### src/rtl/bus_pkg.sv
// Shared types for the two-core snooping bus sequencer: bus ops, FSM states, core ids.
package bus_pkg;
  typedef enum logic [1:0] {
    BUS_RD   = 2'b00,
    BUS_UPGR = 2'b01,
    BUS_RDX  = 2'b10,
    BUS_NON  = 2'b11
  } bus_op_t;

  typedef enum logic [1:0] {IDLE, SNOOP, RESP} seq_state_t;

  typedef enum logic {CORE1 = 1'b0, CORE2 = 1'b1} core_id_t;
endpackage

### src/rtl/bus_rr_pick.sv
// Combinational two-way round-robin selector; on a tie the core not served last wins.
module bus_rr_pick
  import bus_pkg::*;
(
  input  logic     elig1,
  input  logic     elig2,
  input  core_id_t last,
  output logic     gnt_vld,
  output core_id_t win
);
  always_comb begin
    gnt_vld = elig1 | elig2;
    win     = CORE1;
    if (elig1 && elig2) win = (last == CORE1) ? CORE2 : CORE1;
    else if (elig2)     win = CORE2;
  end
endmodule

### src/rtl/snoop_bus_sequencer.sv
// Two-core snoop bus sequencer: round-robin grant, snoop the other core, return hit/data.
// Optional BUS_SEQ_TIMEOUT_EN adds a SNOOP-cycle timeout with a timeout_err pulse.
module snoop_bus_sequencer
  import bus_pkg::*;
#(
  parameter int ADDR_W = 32,
  parameter int DATA_W = 32
`ifdef BUS_SEQ_TIMEOUT_EN
  , parameter int TIMEOUT = 16
`endif
) (
  input  logic              clk,
  input  logic              reset,
  input  logic              req1,
  input  logic              req2,
  input  logic [1:0]        op1,
  input  logic [1:0]        op2,
  input  logic [ADDR_W-1:0] addr1,
  input  logic [ADDR_W-1:0] addr2,
  output logic              grant1,
  output logic              grant2,
  output logic              snoop_valid1,
  output logic              snoop_valid2,
  output logic [1:0]        snoop_op1,
  output logic [1:0]        snoop_op2,
  output logic [ADDR_W-1:0] snoop_addr1,
  output logic [ADDR_W-1:0] snoop_addr2,
  input  logic              snoop_ack1,
  input  logic              snoop_ack2,
  input  logic              snoop_hit1,
  input  logic              snoop_hit2,
  input  logic [DATA_W-1:0] snoop_data1,
  input  logic [DATA_W-1:0] snoop_data2,
  output logic              resp_valid1,
  output logic              resp_valid2,
  output logic              resp_hit1,
  output logic              resp_hit2,
  output logic [DATA_W-1:0] resp_data1,
  output logic [DATA_W-1:0] resp_data2,
  output logic              busy
`ifdef BUS_SEQ_TIMEOUT_EN
  , output logic            timeout_err
`endif
);
  seq_state_t        state;
  core_id_t          win_id, last, pick;
  logic              gnt_vld;
  logic              s_ack, s_hit, done, d_hit;
  logic [DATA_W-1:0] s_data, d_data;

  bus_rr_pick u_pick (
    .elig1   (req1 && (op1 != BUS_NON)),
    .elig2   (req2 && (op2 != BUS_NON)),
    .last    (last),
    .gnt_vld (gnt_vld),
    .win     (pick)
  );

`ifdef BUS_SEQ_TIMEOUT_EN
  localparam int CNT_W = $clog2(TIMEOUT + 1);
  logic [CNT_W-1:0] cnt;
  logic             d_to;
`endif

  // Only the non-winning core's snoop response completes the transaction.
  always_comb begin
    s_ack  = (win_id == CORE1) ? snoop_ack2  : snoop_ack1;
    s_hit  = (win_id == CORE1) ? snoop_hit2  : snoop_hit1;
    s_data = (win_id == CORE1) ? snoop_data2 : snoop_data1;
    done   = s_ack;
    d_hit  = s_hit;
    d_data = s_hit ? s_data : '0;
`ifdef BUS_SEQ_TIMEOUT_EN
    d_to   = 1'b0;
    if (!s_ack && cnt == CNT_W'(TIMEOUT - 1)) begin
      done   = 1'b1;
      d_hit  = 1'b0;
      d_data = '0;
      d_to   = 1'b1;
    end
`endif
  end

  always_ff @(posedge clk) begin
    if (reset) begin
      state        <= IDLE;
      win_id       <= CORE1;
      last         <= CORE2;
      grant1       <= 1'b0;
      grant2       <= 1'b0;
      snoop_valid1 <= 1'b0;
      snoop_valid2 <= 1'b0;
      snoop_op1    <= BUS_NON;
      snoop_op2    <= BUS_NON;
      snoop_addr1  <= '0;
      snoop_addr2  <= '0;
      resp_valid1  <= 1'b0;
      resp_valid2  <= 1'b0;
      resp_hit1    <= 1'b0;
      resp_hit2    <= 1'b0;
      resp_data1   <= '0;
      resp_data2   <= '0;
      busy         <= 1'b0;
`ifdef BUS_SEQ_TIMEOUT_EN
      cnt          <= '0;
      timeout_err  <= 1'b0;
`endif
    end else begin
      case (state)
        IDLE: if (gnt_vld) begin
          state  <= SNOOP;
          win_id <= pick;
          last   <= pick;
          busy   <= 1'b1;
          grant1 <= (pick == CORE1);
          grant2 <= (pick == CORE2);
`ifdef BUS_SEQ_TIMEOUT_EN
          cnt    <= '0;
`endif
          if (pick == CORE1) begin
            snoop_valid2 <= 1'b1;
            snoop_op2    <= op1;
            snoop_addr2  <= addr1;
          end else begin
            snoop_valid1 <= 1'b1;
            snoop_op1    <= op2;
            snoop_addr1  <= addr2;
          end
        end
        SNOOP: if (done) begin
          state        <= RESP;
          snoop_valid1 <= 1'b0;
          snoop_valid2 <= 1'b0;
          snoop_op1    <= BUS_NON;
          snoop_op2    <= BUS_NON;
          snoop_addr1  <= '0;
          snoop_addr2  <= '0;
`ifdef BUS_SEQ_TIMEOUT_EN
          timeout_err  <= d_to;
`endif
          if (win_id == CORE1) begin
            resp_valid1 <= 1'b1;
            resp_hit1   <= d_hit;
            resp_data1  <= d_data;
          end else begin
            resp_valid2 <= 1'b1;
            resp_hit2   <= d_hit;
            resp_data2  <= d_data;
          end
        end
`ifdef BUS_SEQ_TIMEOUT_EN
        else cnt <= cnt + 1'b1;
`endif
        RESP: begin
          state       <= IDLE;
          resp_valid1 <= 1'b0;
          resp_valid2 <= 1'b0;
          grant1      <= 1'b0;
          grant2      <= 1'b0;
          busy        <= 1'b0;
`ifdef BUS_SEQ_TIMEOUT_EN
          timeout_err <= 1'b0;
`endif
        end
        default: state <= IDLE;
      endcase
    end
  end
endmodule

### config.mk
export PLATFORM = sky130hd
export DESIGN_NAME = snoop_bus_sequencer
export DESIGN_NICKNAME = d
export VERILOG_FILES = /design/src/rtl/bus_pkg.sv /design/src/rtl/bus_rr_pick.sv /design/src/rtl/snoop_bus_sequencer.sv
export SDC_FILE = /design/constraint.sdc
export NUM_CORES = 1
export LEC_CHECK = 0
export ABC_AREA = 0
export BUFFER_PORTS_ARGS = -buffer_cell sky130_fd_sc_hd__buf_2
export CORE_AREA = 5 5 135 137
export CTS_CLUSTER_DIAMETER = 200
export DETAILED_ROUTE_END_ITERATION = 8
export DIE_AREA = 0 0 140 142
export GPL_ROUTABILITY_DRIVEN = 0
export PLACE_DENSITY = 0.7
export SLEW_MARGIN = 20
export SYNTH_ARGS = -nofsm -noshare
export SYNTH_HDL_FRONTEND = slang
export SYNTH_SLANG_ARGS = --single-unit
export TNS_END_PERCENT = 10
### constraint.sdc
create_clock -name clk -period 2.95 [get_ports clk]
set_input_delay 0.59 -clock clk [delete_from_list [all_inputs] [get_ports clk]]
set_output_delay 0.59 -clock clk [all_outputs]
set_load 0.01 [all_outputs]
# Word level (Yosys, flattened, before mapping)
# Cells that the tools add are included.
[totals] word_cells=90 ff_bits=145 output_inout_bits=141
[classes] n_mux=43 n_eq_ne=10 n_bitwise=3 reduce_logical=16
[op_table] op="$mux W32" n=7
[op_table] op="$pmux W32 S2" n=2
[op_table] op="$mux W1" n=17
[op_table] op="$ne A2 B2 Y1 const B" n=8
[op_table] op="$mux W2" n=7
[op_table] op="$pmux W1 S2" n=7
[op_table] op="$pmux W2 S2" n=3
[op_table] op="$reduce_and A3 Y1" n=4
[op_table] op="$reduce_and A4 Y1" n=2
[op_table] op="$reduce_and A2 Y1" n=3
[op_table] op="$reduce_bool A2 Y1" n=3
[op_table] op="$logic_and A1 B1 Y1" n=3
[op_table] op="$eq A2 B1 Y1 const B" n=1
[op_table] op="$eq A2 B2 Y1 const B" n=1
[op_table] op="$logic_not A2 Y1" n=1
[op_table] op="$not A1 Y1" n=2
[op_table] op="$or A1 B1 Y1" n=1

# Longest topological paths before layout
[logic_depth] ltp_word=7 depth_mapped=7

# Hierarchy
# From an unflattened synthesis, not the netlist that was laid out.
[unflattened] cells_unflattened=578 area_unflattened_um2=5506.5
[modules_own_cells] mod="snoop_bus_sequencer" seq_area_each_um2=2902.8 n_inst=1 cells_per_inst=576 area_per_inst_um2=5492.8
[modules_own_cells] mod="bus_rr_pick" seq_area_each_um2=0.0 n_inst=1 cells_per_inst=2 area_per_inst_um2=13.8

# Worst setup path before layout
# Ideal clock, no wire load.
[synth_timing] path_kind="in2reg" start="input req2" end="register snoop_addr2[0]" path_slack_ps=1169 required_ps=2863 n_path_buf=3 arrival_ps=1693 stages=6 cell_sequence="a21bo_2 -> clkbuf_1 -> clkbuf_1 -> clkbuf_1 -> o2111ai_1 -> o31ai_1"
[synth_via] elab_chain_cells=5 elab_cells_between_ends=8
[synth_rtl] item="from (decl)" line="snoop_bus_sequencer.sv:15" rtl="input logic req2,"
[synth_rtl] item="$logic_and A1 B1 Y1 (*)" line="snoop_bus_sequencer.sv:53" rtl=".elig2 (req2 && (op2 != BUS_NON)),"
[synth_rtl] item="$mux W1 or $logic_and A1 B1 Y1 (tied branches)" line="bus_rr_pick.sv:15, bus_rr_pick.sv:14"
[synth_rtl] item="$mux W1" line="bus_rr_pick.sv:14" rtl="if (elig1 && elig2) win = (last == CORE1) ? CORE2 : CORE1;"
[synth_rtl] item="$ne A2 B2 Y1 (no line)"
[synth_rtl] item="$reduce_and A4 Y1 (no line) (*)"
[synth_rtl] item="to (signal assigned)" line="snoop_bus_sequencer.sv:123" rtl="snoop_addr2 <= addr1;"
[synth_rtl] item="to (decl)" line="snoop_bus_sequencer.sv:27" rtl="output logic [ADDR_W-1:0] snoop_addr2,"
# Every way passes the cells marked *; elsewhere a longest branch is shown, timed or not.
# A chain may end at the register's enable or synchronous reset.

# Worst setup path in the final report
[layout_timing] start="register state[0]" end="register resp_data1[22]"
[layout_via] elab_chain_cells=2
[layout_rtl] item="from (decl)" line="snoop_bus_sequencer.sv:45" rtl="seq_state_t state;"
[layout_rtl] item="from (signal assigned)" line="snoop_bus_sequencer.sv:86" rtl="state <= IDLE;"
[layout_rtl] item="from (signal assigned)" line="snoop_bus_sequencer.sv:111" rtl="state <= SNOOP;"
[layout_rtl] item="from (signal assigned)" line="snoop_bus_sequencer.sv:131" rtl="state <= RESP;"
[layout_rtl] item="$eq A2 B1 Y1" line="snoop_bus_sequencer.sv:109" rtl="case (state)"
[layout_rtl] item="$reduce_and A3 Y1 (no line)"
[layout_rtl] item="to (signal assigned)" line="snoop_bus_sequencer.sv:144" rtl="resp_data1 <= d_data;"
[layout_rtl] item="to (decl)" line="snoop_bus_sequencer.sv:38" rtl="output logic [DATA_W-1:0] resp_data1,"
# Every way passes these cells.

==> results.tsv <==
stage	metric	value	unit
status	result of the run	finished clean	
synth	syn nets	813	
place	post-detailed-placement half-perimeter wirelength	13700	microns
timing	time the worst path needs with I/O delays and setup	1.93	ns
power_and_ir_drop	overall power after layout	5.45	mW
route	residual antenna-violating net count after detailed routing	0	
cts	number of gates given a new drive strength after cts	0	
global_route	pin count of the biggest net entering global routing	53	
route	per-cell routed wire length	16.8	microns
finish	Inserted Diodes	0	
min_path	Hold Path Stages	2	
critical_path	depth of the worst register-to-register path	4	
timing	worst hold slack	0.452	ns
floorplan	Initial Utilization	36.8	%
floorplan	core area	16900	sq um
synth	area fraction of the dominant cell type after synthesis	46.6	%
route	violation count after the first detailed-routing iteration	293	
route	total wire length	19300	microns
cts	CTS tree	yes	
synth	synth unique cells	37	
power_and_ir_drop	P per Cell Area	644	nW/um^2
timing	RSZ-0062 raised after global routing	false	
timing	Least-Margin Pin Slew	0.631	ns
timing	final setup margin	1.02	ns
cts	count of H-tree levels built during CTS	4	
synth	number of warnings printed during yosys synthesis	0	
timing	ratio of final minimum period to clock period	65.3	%
route	DRT Pass-1 Iters	4	
power_and_ir_drop	leakage	3.61	nW
cts	clock latency reported for the late side of the worst-skew pair	0.41	ns
power_and_ir_drop	worst vdd ir	369	uV
synth	share of synthesized area occupied by flip-flops and latches	46.6	%
critical_path	cell-by-cell trace of the critical path	and4bb_2 > buf_12 > nor2_1 > a211oi_1	
min_path	Tightest Hold Check Type	flop to flop	
finish	proportion of layout cells with a drive suffix above 1	38.0	%
timing	final number of hold-violating endpoints	0	
timing	Max-slew headroom	57.9	%
synth	biggest area contributors in the synthesized netlist	sky130_fd_sc_hd__dfxtp_1 47%, sky130_fd_sc_hd__a211oi_1 8.2%, sky130_fd_sc_hd__o2111ai_1 4.8%, sky130_fd_sc_hd__nor2_1 4.6%, sky130_fd_sc_hd__a2111oi_0 4.5%	
critical_path	top fanout value on the critical path	37	
cts	clock-pin slew reported for the worst setup and hold paths after clock tree synthesis	0.06	ns
cts	Post CTS Setup Buffer Count	0	
global_route	number of global-route vias before repair	5697	
synth	cells after synthesis	673	
cts	CTS Hold Buffers Added	0	
floorplan	I/O pin cnt	281	
cts	CTS Root Cell	sky130_fd_sc_hd__clkbuf_16	
synth	synthesized cell area	6230	sq um
route	total number of vias	6002	
route	average via count per standard cell	5.24	
global_route	first-pass GRT wire length	30000	microns
critical_path	endpoint of the worst register-to-register path	resp_data1[22]	
synth	synthesized flop and latch total	145	
timing	final total negative setup slack	0	ns
critical_path	critical path data required time	3.27	ns
global_route	leftover overflow at the end of global routing	0	
synth	commonest cells in the synthesized netlist	145 x sky130_fd_sc_hd__dfxtp_1, 76 x sky130_fd_sc_hd__nor2_1, 68 x sky130_fd_sc_hd__a211oi_1	
critical_path	kind of critical path	flop to flop	
global_route	aggregate global-route resource usage	18.5	%
critical_path	CP max stage cell	sky130_fd_sc_hd__and4bb_2	
floorplan	die width	140	microns
critical_path	minimum setup slack among reg-to-reg paths	1.02	ns
cts	Clock Tree Buf Depth	2	
floorplan	die area	19900	sq um
cts	Inserted Clock Buffers	17	
critical_path	startpoint of the most critical setup path	state[0]	
critical_path	crit path to	resp_data1[22]	
floorplan	y dimension of the die	142	microns
finish	final layout net count	1048	
place	number of port buffers	280	
synth	Mapped Avg Cell Area	9.25	sq um
synth	dominant cell type by area after synthesis	sky130_fd_sc_hd__dfxtp_1	
synth	number of enable-type register cells in the synthesized netlist	0	
route	post-detailed-route DRC marker count	0	
timing	pins over their slew limit	0	
flow_run	number of maximum-capacitance constraint violations	0	
global_route	number of antenna violations at the first check in global routing	0	
floorplan	FP Rows	48	
critical_path	delay contributed by the slowest stage of the critical path	0.72	ns
critical_path	Crit Reg-Reg Startpoint	state[0]	
synth	count leader, synth	sky130_fd_sc_hd__dfxtp_1	
place	minimum setup slack after placement	0.867	ns
critical_path	WP data arrival	2.24	ns
critical_path	startpoint types	flop	
finish	end-of-flow core utilization	49.9	%
finish	P&R area growth vs syn	35.8	%
cts	number of sinks driven by the clock tree	145	
critical_path	endpoint kind of the worst setup timing path	flop	
timing	Max Clock Skew	0.0141	ns
timing	top achievable clock speed	519	MHz
timing	setup violators final	0	
synth	Synth Flop Type	sky130_fd_sc_hd__dfxtp_1	
synth	ys async rst share	0	%
[flip-flops by register name, summed over array words and instances, names as in the netlist]
name          cells
snoop_op1         2
win_id            1
resp_valid2       1
busy              1
snoop_addr1      32
grant2            1
resp_valid1       1
resp_data1       32
resp_hit1         1
last              1
snoop_addr2      32
state             2
resp_hit2         1
grant1            1
snoop_valid1      1
snoop_valid2      1
resp_data2       32
snoop_op2         2
[routing by layer]
metal	routed length (microns)	vias up	global-route usage, %
met5	0	-	0
met4	648	0	7.90
met3	1190	37	5.51
met2	9260	199	29.8
met1	8160	2779	23.2
li1	-	2987	-
[worst max-delay path, delay by kind of cell (launching register included)]
family	cells	cell delay, ns
buf+inv	1	0.27
flops	1	0.54
compound gates	1	0.21
simple gates	2	0.78
[per-stage QoR]
| stage | cell area (sq um) | std cells |
|---|---|---|
| 6_report | 8460 | 1146 |
| 4_1_cts | 8460 | 1146 |
| 5_1_grt | 8460 | 1146 |
| 2_1_floorplan | 6230 | 673 |
| 3_3_place_gp | 7760 | 1114 |
| 3_5_place_dp | 7760 | 1114 |
[cell usage in the layout (no fill, tap or decap), drive strengths merged]
cell type	count
nand2b	34
o21ai	3
a31o	32
clkbuf	18
or2	1
a21boi	1
buf	301
nor2	76
o211a	2
bufinv	7
o311ai	1
o21a	4
a211o	1
nor2b	34
dfxtp	145
a31oi	1
nand2	1
a21oi	6
nand3b	1
a2111oi	32
o2111ai	34
and4b	1
clkinv	5
inv	36
o31a	2
a211oi	68
mux2	1
and2	1
mux2i	3
a21bo	2
a22oi	32
nor3	1
clkinvlp	1
o31ai	32
and4bb	1
[cell type report]
cell class              instances  area [sq um]
inverters                      35           131
fillers                      1664          8480
repair buffers                301          1600
flip-flops and latches        145          2900
multi-input cells             408          2840
clock inverters                14           259
clock buffers                  18           439
well taps                     225           282
[report_power, final]
| part | leakage, nW | switching [mW] | total [mW] | internal (mW) |
|---|---|---|---|---|
| Combinational | 2.09 | 0.474 | 0.790 | 0.316 |
| Sequential | 1.18 | 0.0715 | 2.15 | 2.08 |
| Clock | 0.340 | 0.815 | 2.51 | 1.69 |
| Total | 3.61 | 1.36 | 5.45 | 4.09 |
[cells by family (layout without fill, tap and decap cells)]
group | Yosys count | in the layout | share of synthesized area [%]
AOI/OAI and AO/OA | 253 | 253 | 32.3
buffers and inverters | 120 | 368 | 8.14
DFF | 145 | 145 | 46.6
muxes | 4 | 4 | 0.663
and+or+nand+nor | 151 | 151 | 12.2
[how the worst min path moves through the flow]
stage / end / start
4_1_cts: snoop_op1[0] / op2[0]
3_3_place_gp: snoop_valid1 / snoop_valid1
3_5_place_dp: snoop_valid1 / snoop_valid1
5_1_grt: snoop_valid1 / snoop_valid1
6_report: snoop_valid1 / snoop_valid1
2_1_floorplan: snoop_valid1 / snoop_valid1
No activity file was read; power rests on OpenSTA's default activity.
